## config.mk

```make
export PLATFORM = sky130hd
export DESIGN_NAME = seq_pattern_tx
export DESIGN_NICKNAME = d
export VERILOG_FILES = /design/src/rtl/seq_pkg.sv /design/src/rtl/seq_piso_shifter.sv /design/src/rtl/seq_pattern_tx.sv
export SDC_FILE = /design/constraint.sdc
export NUM_CORES = 1
export LEC_CHECK = 0
export BUFFER_PORTS_ARGS = -buffer_cell sky130_fd_sc_hd__buf_2
export CORE_ASPECT_RATIO = 0.75
export CORE_MARGIN = 2
export CORE_UTILIZATION = 51
export DETAILED_ROUTE_END_ITERATION = 8
export PLACE_DENSITY = 0.86
export SLEW_MARGIN = 30
export SYNTH_ARGS = -nofsm -noshare
export SYNTH_HDL_FRONTEND = slang
export SYNTH_HIERARCHICAL = 1
export SYNTH_SLANG_ARGS = --single-unit
export TNS_END_PERCENT = 20
```

## constraint.sdc

```tcl
create_clock -name clk -period 2.5 [get_ports clk]
set_input_delay 0.25 -clock clk [delete_from_list [all_inputs] [get_ports clk]]
set_output_delay 0.25 -clock clk [all_outputs]
set_load 0.02 [all_outputs]
```

## src/rtl/seq_pkg.sv

```systemverilog
// Shared definitions for the serial pattern transmitter: FSM state encoding
// and the pattern-length clamp.
package seq_pkg;

    typedef enum logic [1:0] {
        ST_IDLE = 2'd0,
        ST_SEND = 2'd1,
        ST_GAP  = 2'd2,
        ST_DONE = 2'd3
    } state_t;

    // A requested length of 0, or one wider than the pattern register, means "use the full width".
    function automatic int unsigned clamp_len(input int unsigned len, input int unsigned pat_w);
        return (len == 0 || len > pat_w) ? pat_w : len;
    endfunction

endpackage

```

## src/rtl/seq_piso_shifter.sv

```systemverilog
// Loadable parallel-in/serial-out register. bit_out is registered and reads 0
// in any cycle that was not commanded to carry a pattern bit.
module seq_piso_shifter #(
    parameter int PAT_W = 3,
    parameter int LEN_W = $clog2(PAT_W + 1)
) (
    input  logic             clk,
    input  logic             rst,
    input  logic             load,
    input  logic             restart,
    input  logic             advance,
    input  logic [PAT_W-1:0] data,
    input  logic [LEN_W-1:0] len,
    output logic             bit_out,
    output logic             last_bit
);

    logic [PAT_W-1:0] sreg;
    logic [LEN_W-1:0] len_q;
    logic [LEN_W-1:0] idx;
    logic [LEN_W-1:0] sel;
    logic [PAT_W-1:0] src;
    logic [PAT_W-1:0] shifted;

    // idx always names the bit currently on the line; sel picks the bit for the next cycle.
    always_comb begin
        sel = idx - LEN_W'(1);
        src = sreg;
        if (load) begin
            sel = len - LEN_W'(1);
            src = data;
        end else if (restart) begin
            sel = len_q - LEN_W'(1);
        end
        shifted = src >> sel;
    end

    always_ff @(posedge clk or posedge rst) begin
        if (rst) begin
            sreg    <= '0;
            len_q   <= '0;
            idx     <= '0;
            bit_out <= 1'b0;
        end else begin
            bit_out <= 1'b0;
            if (load) begin
                sreg    <= data;
                len_q   <= len;
                idx     <= len - LEN_W'(1);
                bit_out <= shifted[0];
            end else if (restart) begin
                idx     <= len_q - LEN_W'(1);
                bit_out <= shifted[0];
            end else if (advance && idx != '0) begin
                idx     <= idx - LEN_W'(1);
                bit_out <= shifted[0];
            end
        end
    end

    assign last_bit = (idx == '0);

endmodule

```

## src/rtl/seq_pattern_tx.sv

```systemverilog
// Serial pattern transmitter: sends a captured pattern MSB-first, repeated
// repeat_cnt+1 times with an optional idle gap between repetitions.
module seq_pattern_tx
    import seq_pkg::*;
#(
    parameter int PAT_W = 3,
    parameter int CNT_W = 8,
    parameter int GAP_W = 4,
    parameter int LEN_W = $clog2(PAT_W + 1)
) (
    input  logic             clk,
    input  logic             rst,
    input  logic             start,
    input  logic [PAT_W-1:0] pattern,
    input  logic [LEN_W-1:0] pat_len,
    input  logic [CNT_W-1:0] repeat_cnt,
    input  logic [GAP_W-1:0] gap,
    input  logic             abort,
    output logic             ser_out,
    output logic             ser_valid,
    output logic             frame_start,
    output logic             busy,
    output logic             done
);

    state_t           state;
    logic [CNT_W-1:0] rep_left;
    logic [GAP_W-1:0] gap_q;
    logic [GAP_W-1:0] gap_left;
    logic [LEN_W-1:0] eff_len;
    logic             load;
    logic             restart;
    logic             advance;
    logic             last_bit;
    logic             more;

    assign eff_len = LEN_W'(clamp_len(32'(pat_len), PAT_W));
    assign more    = (rep_left != '0);
    assign load    = (state == ST_IDLE) && start && !abort;
    assign advance = !abort && (state == ST_SEND) && !last_bit;
    assign restart = !abort &&
                     (((state == ST_SEND) && last_bit && more && (gap_q == '0)) ||
                      ((state == ST_GAP) && (gap_left == '0)));

    seq_piso_shifter #(
        .PAT_W (PAT_W),
        .LEN_W (LEN_W)
    ) u_shifter (
        .clk      (clk),
        .rst      (rst),
        .load     (load),
        .restart  (restart),
        .advance  (advance),
        .data     (pattern),
        .len      (eff_len),
        .bit_out  (ser_out),
        .last_bit (last_bit)
    );

    // Outputs describe the cycle after each edge, so they are set alongside the state move.
    always_ff @(posedge clk or posedge rst) begin
        if (rst) begin
            state       <= ST_IDLE;
            rep_left    <= '0;
            gap_q       <= '0;
            gap_left    <= '0;
            ser_valid   <= 1'b0;
            frame_start <= 1'b0;
            busy        <= 1'b0;
            done        <= 1'b0;
        end else begin
            ser_valid   <= 1'b0;
            frame_start <= 1'b0;
            done        <= 1'b0;
            if (abort && state != ST_IDLE) begin
                state <= ST_IDLE;
                busy  <= 1'b0;
            end else begin
                case (state)
                    ST_IDLE: begin
                        busy <= 1'b0;
                        if (start && !abort) begin
                            rep_left    <= repeat_cnt;
                            gap_q       <= gap;
                            state       <= ST_SEND;
                            busy        <= 1'b1;
                            ser_valid   <= 1'b1;
                            frame_start <= 1'b1;
                        end
                    end
                    ST_SEND: begin
                        if (!last_bit) begin
                            ser_valid <= 1'b1;
                        end else if (more) begin
                            rep_left <= rep_left - CNT_W'(1);
                            if (gap_q == '0) begin
                                ser_valid   <= 1'b1;
                                frame_start <= 1'b1;
                            end else begin
                                gap_left <= gap_q - GAP_W'(1);
                                state    <= ST_GAP;
                            end
                        end else begin
                            state <= ST_DONE;
                            done  <= 1'b1;
                        end
                    end
                    ST_GAP: begin
                        if (gap_left == '0) begin
                            state       <= ST_SEND;
                            ser_valid   <= 1'b1;
                            frame_start <= 1'b1;
                        end else begin
                            gap_left <= gap_left - GAP_W'(1);
                        end
                    end
                    ST_DONE: begin
                        state <= ST_IDLE;
                        busy  <= 1'b0;
                    end
                    default: state <= ST_IDLE;
                endcase
            end
        end
    end

endmodule

```

# --- Word level (Yosys, flattened, before mapping) ---
# Index checks and enable logic that the tools add are counted.
op_classes:
  reduce_logical: 31
  n_shift: 1
  addsub: 6
  n_mux: 42
  eq_ne: 12
  n_bitwise: 1
ops:
  columns: ["cell", "count"]
  rows:
  - ["$mux 2", 12]
  - ["$mux 8", 3]
  - ["$mux 1", 16]
  - ["$mux 4", 4]
  - ["$pmux 8 s2", 1]
  - ["$logic_and 1x1->1", 12]
  - ["$logic_not 4->1", 2]
  - ["$ne 2x2->1 const B", 4]
  - ["$pmux 2 s4", 1]
  - ["$pmux 4 s2", 1]
  - ["$reduce_bool 2->1", 4]
  - ["$reduce_bool 8->1", 1]
  - ["$sub 4x1->4 const B", 2]
  - ["$sub 8x1->8 const B", 1]
  - ["$logic_not 2->1", 3]
  - ["$ne 3x1->1 const B", 2]
  - ["$pmux 1 s3", 2]
  - ["$reduce_and 6->1", 1]
  - ["$reduce_bool 3->1", 2]
  - ["$sub 2x1->2 const B", 3]
  - ["$reduce_and 5->1", 1]
  - ["$eq 2x2->1 const B", 2]
  - ["$ne 4x3->1 const B", 1]
  - ["$reduce_and 4->1", 1]
  - ["other kinds (10)", 11]
word_totals:
  word_cells: 105
  in_bits: 21
  reg_bits: 30

# --- Logic depth before layout (Yosys ltp) ---
depth:
  depth_word: 12
  mapped_depth: 10
  ltp_nobuf: 10

# --- Hierarchy ---
# The synthesis kept the hierarchy.
by_module_without_submodules:
  columns: ["module", "n_inst", "area_each_um2", "cells_per_inst"]
  rows:
  - ["seq_pattern_tx", 1, 1425.1, 147]
  - ["seq_piso_shifter", 1, 405.4, 38]

# --- Least setup slack after synthesis ---
# OpenSTA, ideal clock, no wires.
synth_timing:
  path_type: "register to register"
  startpoint: "reg rep_left[3]"
  endpoint: "reg u_shifter.bit_out"
  arrival_ns: 2.425
  setup_ns: 0.133
  path_stages_with_launch: 9
  n_path_buf: 0
  setup_slack_ns: -0.058
  synth_period_minus_slack_ns: 2.558
  path_cell_list: "dfrtp_1 -> or4_4 -> o31a_1 -> a32oi_1 -> nor2_1 -> and2_4 -> or3_1 -> o221ai_1 -> o32ai_1"
synth_via:
  elab_chain_len: 11
synth_rtl:
  columns: ["item", "line", "text"]
  rows:
  - ["from (decl)", "seq_pattern_tx.sv:27", "logic [CNT_W-1:0] rep_left;"]
  - ["from (signal assigned)", "seq_pattern_tx.sv:83", "rep_left <= repeat_cnt;"]
  - ["from (signal assigned)", "seq_pattern_tx.sv:95", "rep_left <= rep_left - CNT_W'(1);"]
  - ["$reduce_bool 8->1 (*)", "seq_pattern_tx.sv:38", "assign more = (rep_left != '0);"]
  - ["$logic_and 1x1->1 (*) (2 in series)", "seq_pattern_tx.sv:42", "(((state == ST_SEND) && last_bit && more && (gap_q == '0)) ||"]
  - ["$logic_or 1x1->1 (*)", "seq_pattern_tx.sv:42", null]
  - ["$logic_and 1x1->1 (*)", "seq_pattern_tx.sv:41", "assign restart = !abort &&"]
  - ["named net restart", "seq_pattern_tx.sv:32", "logic restart;"]
  - ["$mux 2", "seq_piso_shifter.sv:32", "end else if (restart) begin"]
  - ["$mux 2", "seq_piso_shifter.sv:29", "if (load) begin"]
  - ["$shr 3x2->1", "seq_piso_shifter.sv:35", "shifted = src >> sel;"]
  - ["$mux 1", "seq_piso_shifter.sv:54", "end else if (advance && idx != '0) begin"]
  - ["$mux 1", "seq_piso_shifter.sv:51", "end else if (restart) begin"]
  - ["$mux 1 (*)", "seq_piso_shifter.sv:46", "if (load) begin"]
  - ["to (signal assigned)", "seq_piso_shifter.sv:50", "bit_out <= shifted[0];"]
  - ["to (signal assigned)", "seq_piso_shifter.sv:53", "bit_out <= shifted[0];"]
  - ["to (signal assigned)", "seq_piso_shifter.sv:56", "bit_out <= shifted[0];"]
  - ["to (decl)", "seq_piso_shifter.sv:14", "output logic bit_out,"]
# Mark *: on every way through the listed nets, which the timed path passes. The rest lies on a longest branch.
# A chain may end at the register's enable or synchronous reset.

# --- Worst setup path after layout ---
layout_timing:
  startpoint: "reg rep_left[4]"
  endpoint: "reg u_shifter.bit_out"
# Same word-level chain as after synthesis.

==> impl_metrics.toml <==
[grt]
grt_overflow_total = 0
grt_pass1_vias = 1394
antenna_found_initial = 0
grt_max_degree = 23
grtUsageTotal = 0.192
grt_pass1_wl_um = 6090

[synthesis]
synth_area_leaders = "dfrtp_1 (41%), ha_1 (5.5%), a21oi_1 (5.2%)"
async_flop_share = 1.00
synth-seq-area-share = 0.410
syn_area_um2 = 1830
yosysMostFrequentCell = "dfrtp_1"
syn_inst = 185
ys_seq_elements = 30
synthTopCellsByCount = "dfrtp_1 (30), a21oi_1 (19), inv_1 (13), nand2_1 (13), o21ai_0 (10)"
avgSynthCellArea_um2 = 9.89
synthFlopType = "dfrtp_1"
syn-num-nets = 214
yosys.area.top_type_share = 0.410
yosys.area.top_type = "dfrtp_1"
synthDistinctLibCells = 53
yosysWarnings = 6
synth_edf_count = 0

[routing]
wirelength_um = 3930
ant_nets = 0
firstDrtPassIters = 4
vias = 1521
drc = 0
post_drt_wl_per_cell_um = 14.7
vias_per_cell = 5.68
drt_iter0_drc = 104

[clocking]
path_clk_slew_ns = 0.07
root_buffer = "clkbuf_8"
clock_path_buffers = 2
cts_tree = "built"
cts_max_level = 2
clk_latency_ns = 0.28
clkSinkCount = 30
cts_made_buffers = 5

[sta]
fin_skew_ns = 0.00697
setup_viol = 2
hold_viol = 0
maxSlewHeadroom = 0.453
worst_slew_pin_slew_ns = 0.820
drv_slew = 0
period_needed_ns = 2.52
fin_ws_ns = -0.0201
whs_ns = 0.192
period_share = 1.01
max_freq_ghz = 0.397

[critical_path]
cp_slowest_cell = "or4_4"
path_buf_inv = 1
cp-start-kind = "register"
path_cells = "or4_4, o31a_1, a32oi_2, nor2_4, buf_4, mux2i_1, o21ai_0, nand2_1, o32ai_2"
worstPathArrival_ns = 2.71
critical_path_class = "reg -> reg"
critPathMaxFanout = 3
critical-path-top-delay-family = "compound AO/OA/AOI/OAI gates"
ff2ff_setup_slack_ns = -0.02
worstPathRequired_ns = 2.69
end_kind = "register"
cpPeakStageDelay_ns = 0.54

[final_layout]
diodes = 0
fin_nets = 256
finalNonFillerCells = 268
area_delta_synth_final_pct = 21.9
drive_gt1_frac = 0.329
fillers = 284

[die]
initial_core_util = 0.545
die_w_um = 73.2
die_y_um = 55.9
die-area_um2 = 4090
core_area_um2 = 3360
pin_count = 26
num_rows = 18

[power]
cellLeakagePower_nw = 0.995
power_density_nw_per_um2 = 1190
vdd_drop_max_uv = 656
finalPower_mw = 2.65

[placement]
place_hpwl_um = 2780
gp_congestion = 0.831
placed_cells = 254
port_buffers = 25

[outcome]
failed_checks = "setup timing"
status = "complete, but fails checks"

[min_path]
min_path_type = "in -> reg"

[job]
cap_violations = 0
stage by stage:
step	setup TNS [ns]	util	setup WS (ns)	area [um^2]
after floorplan	0	-	0.0358	1840
after global placement	0	0.610	0.0650	2050
after detailed placement	0	0.610	0.00975	2050
after CTS	0	0.643	0.00728	2160
after global routing	-0.297	0.665	-0.126	2230
final	-0.0278	0.665	-0.0201	2230
final timing paths:
path / startpoint / to / cells after the start
hold / removal: gap[0] / gap_q[0]$_DFFE_PP0P_ / 2
hold reg to reg: u_shifter/len_q[1]$_DFFE_PP0P_ / u_shifter/len_q[1]$_DFFE_PP0P_ / 1
max in group asynchronous: rst / done$_DFF_PP0_ / 3
setup / recovery: rep_left[4]$_DFFE_PP0P_ / u_shifter/bit_out$_DFF_PP0_ / 9
min in group asynchronous: rst / u_shifter/idx[0]$_DFFE_PP0P_ / 3
setup reg to reg: rep_left[4]$_DFFE_PP0P_ / u_shifter/bit_out$_DFF_PP0_ / 9
final cells by class:
class / instances / area, um^2 / area share
timing repair buffer: 41 / 248 / 0.111
sequential: 30 / 751 / 0.337
tap: 40 / 50.0 / 0.0224
clock buffer: 6 / 82.6 / 0.0370
inverter: 13 / 48.8 / 0.0219
clock inverter: 2 / 12.5 / 0.00561
multi-input combinational: 136 / 1040 / 0.466
logic make-up (layout without fill, tap and decap cells):
| family | count (synthesis) | in the layout | share of synthesized area |
|---|---|---|---|
| AOI/OAI and AO/OA | 56 | 56 | 0.217 |
| xor gates and xnor gates | 1 | 1 | 0.00479 |
| adders and majority gates | 8 | 8 | 0.0547 |
| buffers and inverters | 19 | 62 | 0.0513 |
| DFF | 30 | 30 | 0.410 |
| muxes | 14 | 14 | 0.0827 |
| and+or+nand+nor | 57 | 57 | 0.179 |
routing by layer:
layer,vias to the layer above,global-route usage,routed length [um],part of all wire
met1,709,0.264,1840,0.47
met5,-,0,0,0
li1,760,-,-,-
met3,11,0.0525,168,0.043
met2,41,0.286,1850,0.47
met4,0,0.0767,66,0.017
report_power, final:
part           internal (mW)  switching (mW)  leakage [nW]  total [mW]
Sequential             0.712           0.184         0.355       0.896
Clock                  0.221           0.184        0.0472       0.405
Combinational          0.632           0.718         0.593        1.35
Total                   1.56            1.09         0.995        2.65
repair_timing:
item,CTS,global route
setup buffers,1,4
pin swaps,3,7
gates resized for setup,0,7
endpoints found under the setup margin,1,2
hold buffers,1,0
endpoints found under the hold margin,8,0
cell usage in the layout (no fill, tap or decap), types with 3 or more instances in the layout:
master,count
a21o_1,3
a21oi_1,19
buf_2,25
buf_4,15
clkbuf_8,6
dfrtp_1,30
ha_1,8
inv_1,12
mux2_2,8
mux2i_1,5
nand2_1,13
nand2b_1,9
nand3_1,3
nor2_1,8
nor3_1,4
o21ai_0,10
o22ai_1,3
flip-flops by register name, indices dropped and copies added (netlist names):
register / cells
rep_left: 8
gap_left: 4
gap_q: 4
u_shifter/sreg: 3
state: 2
u_shifter/idx: 2
u_shifter/len_q: 2
busy: 1
done: 1
frame_start: 1
ser_valid: 1
u_shifter/bit_out: 1
(Power assumes the default switching activity.)
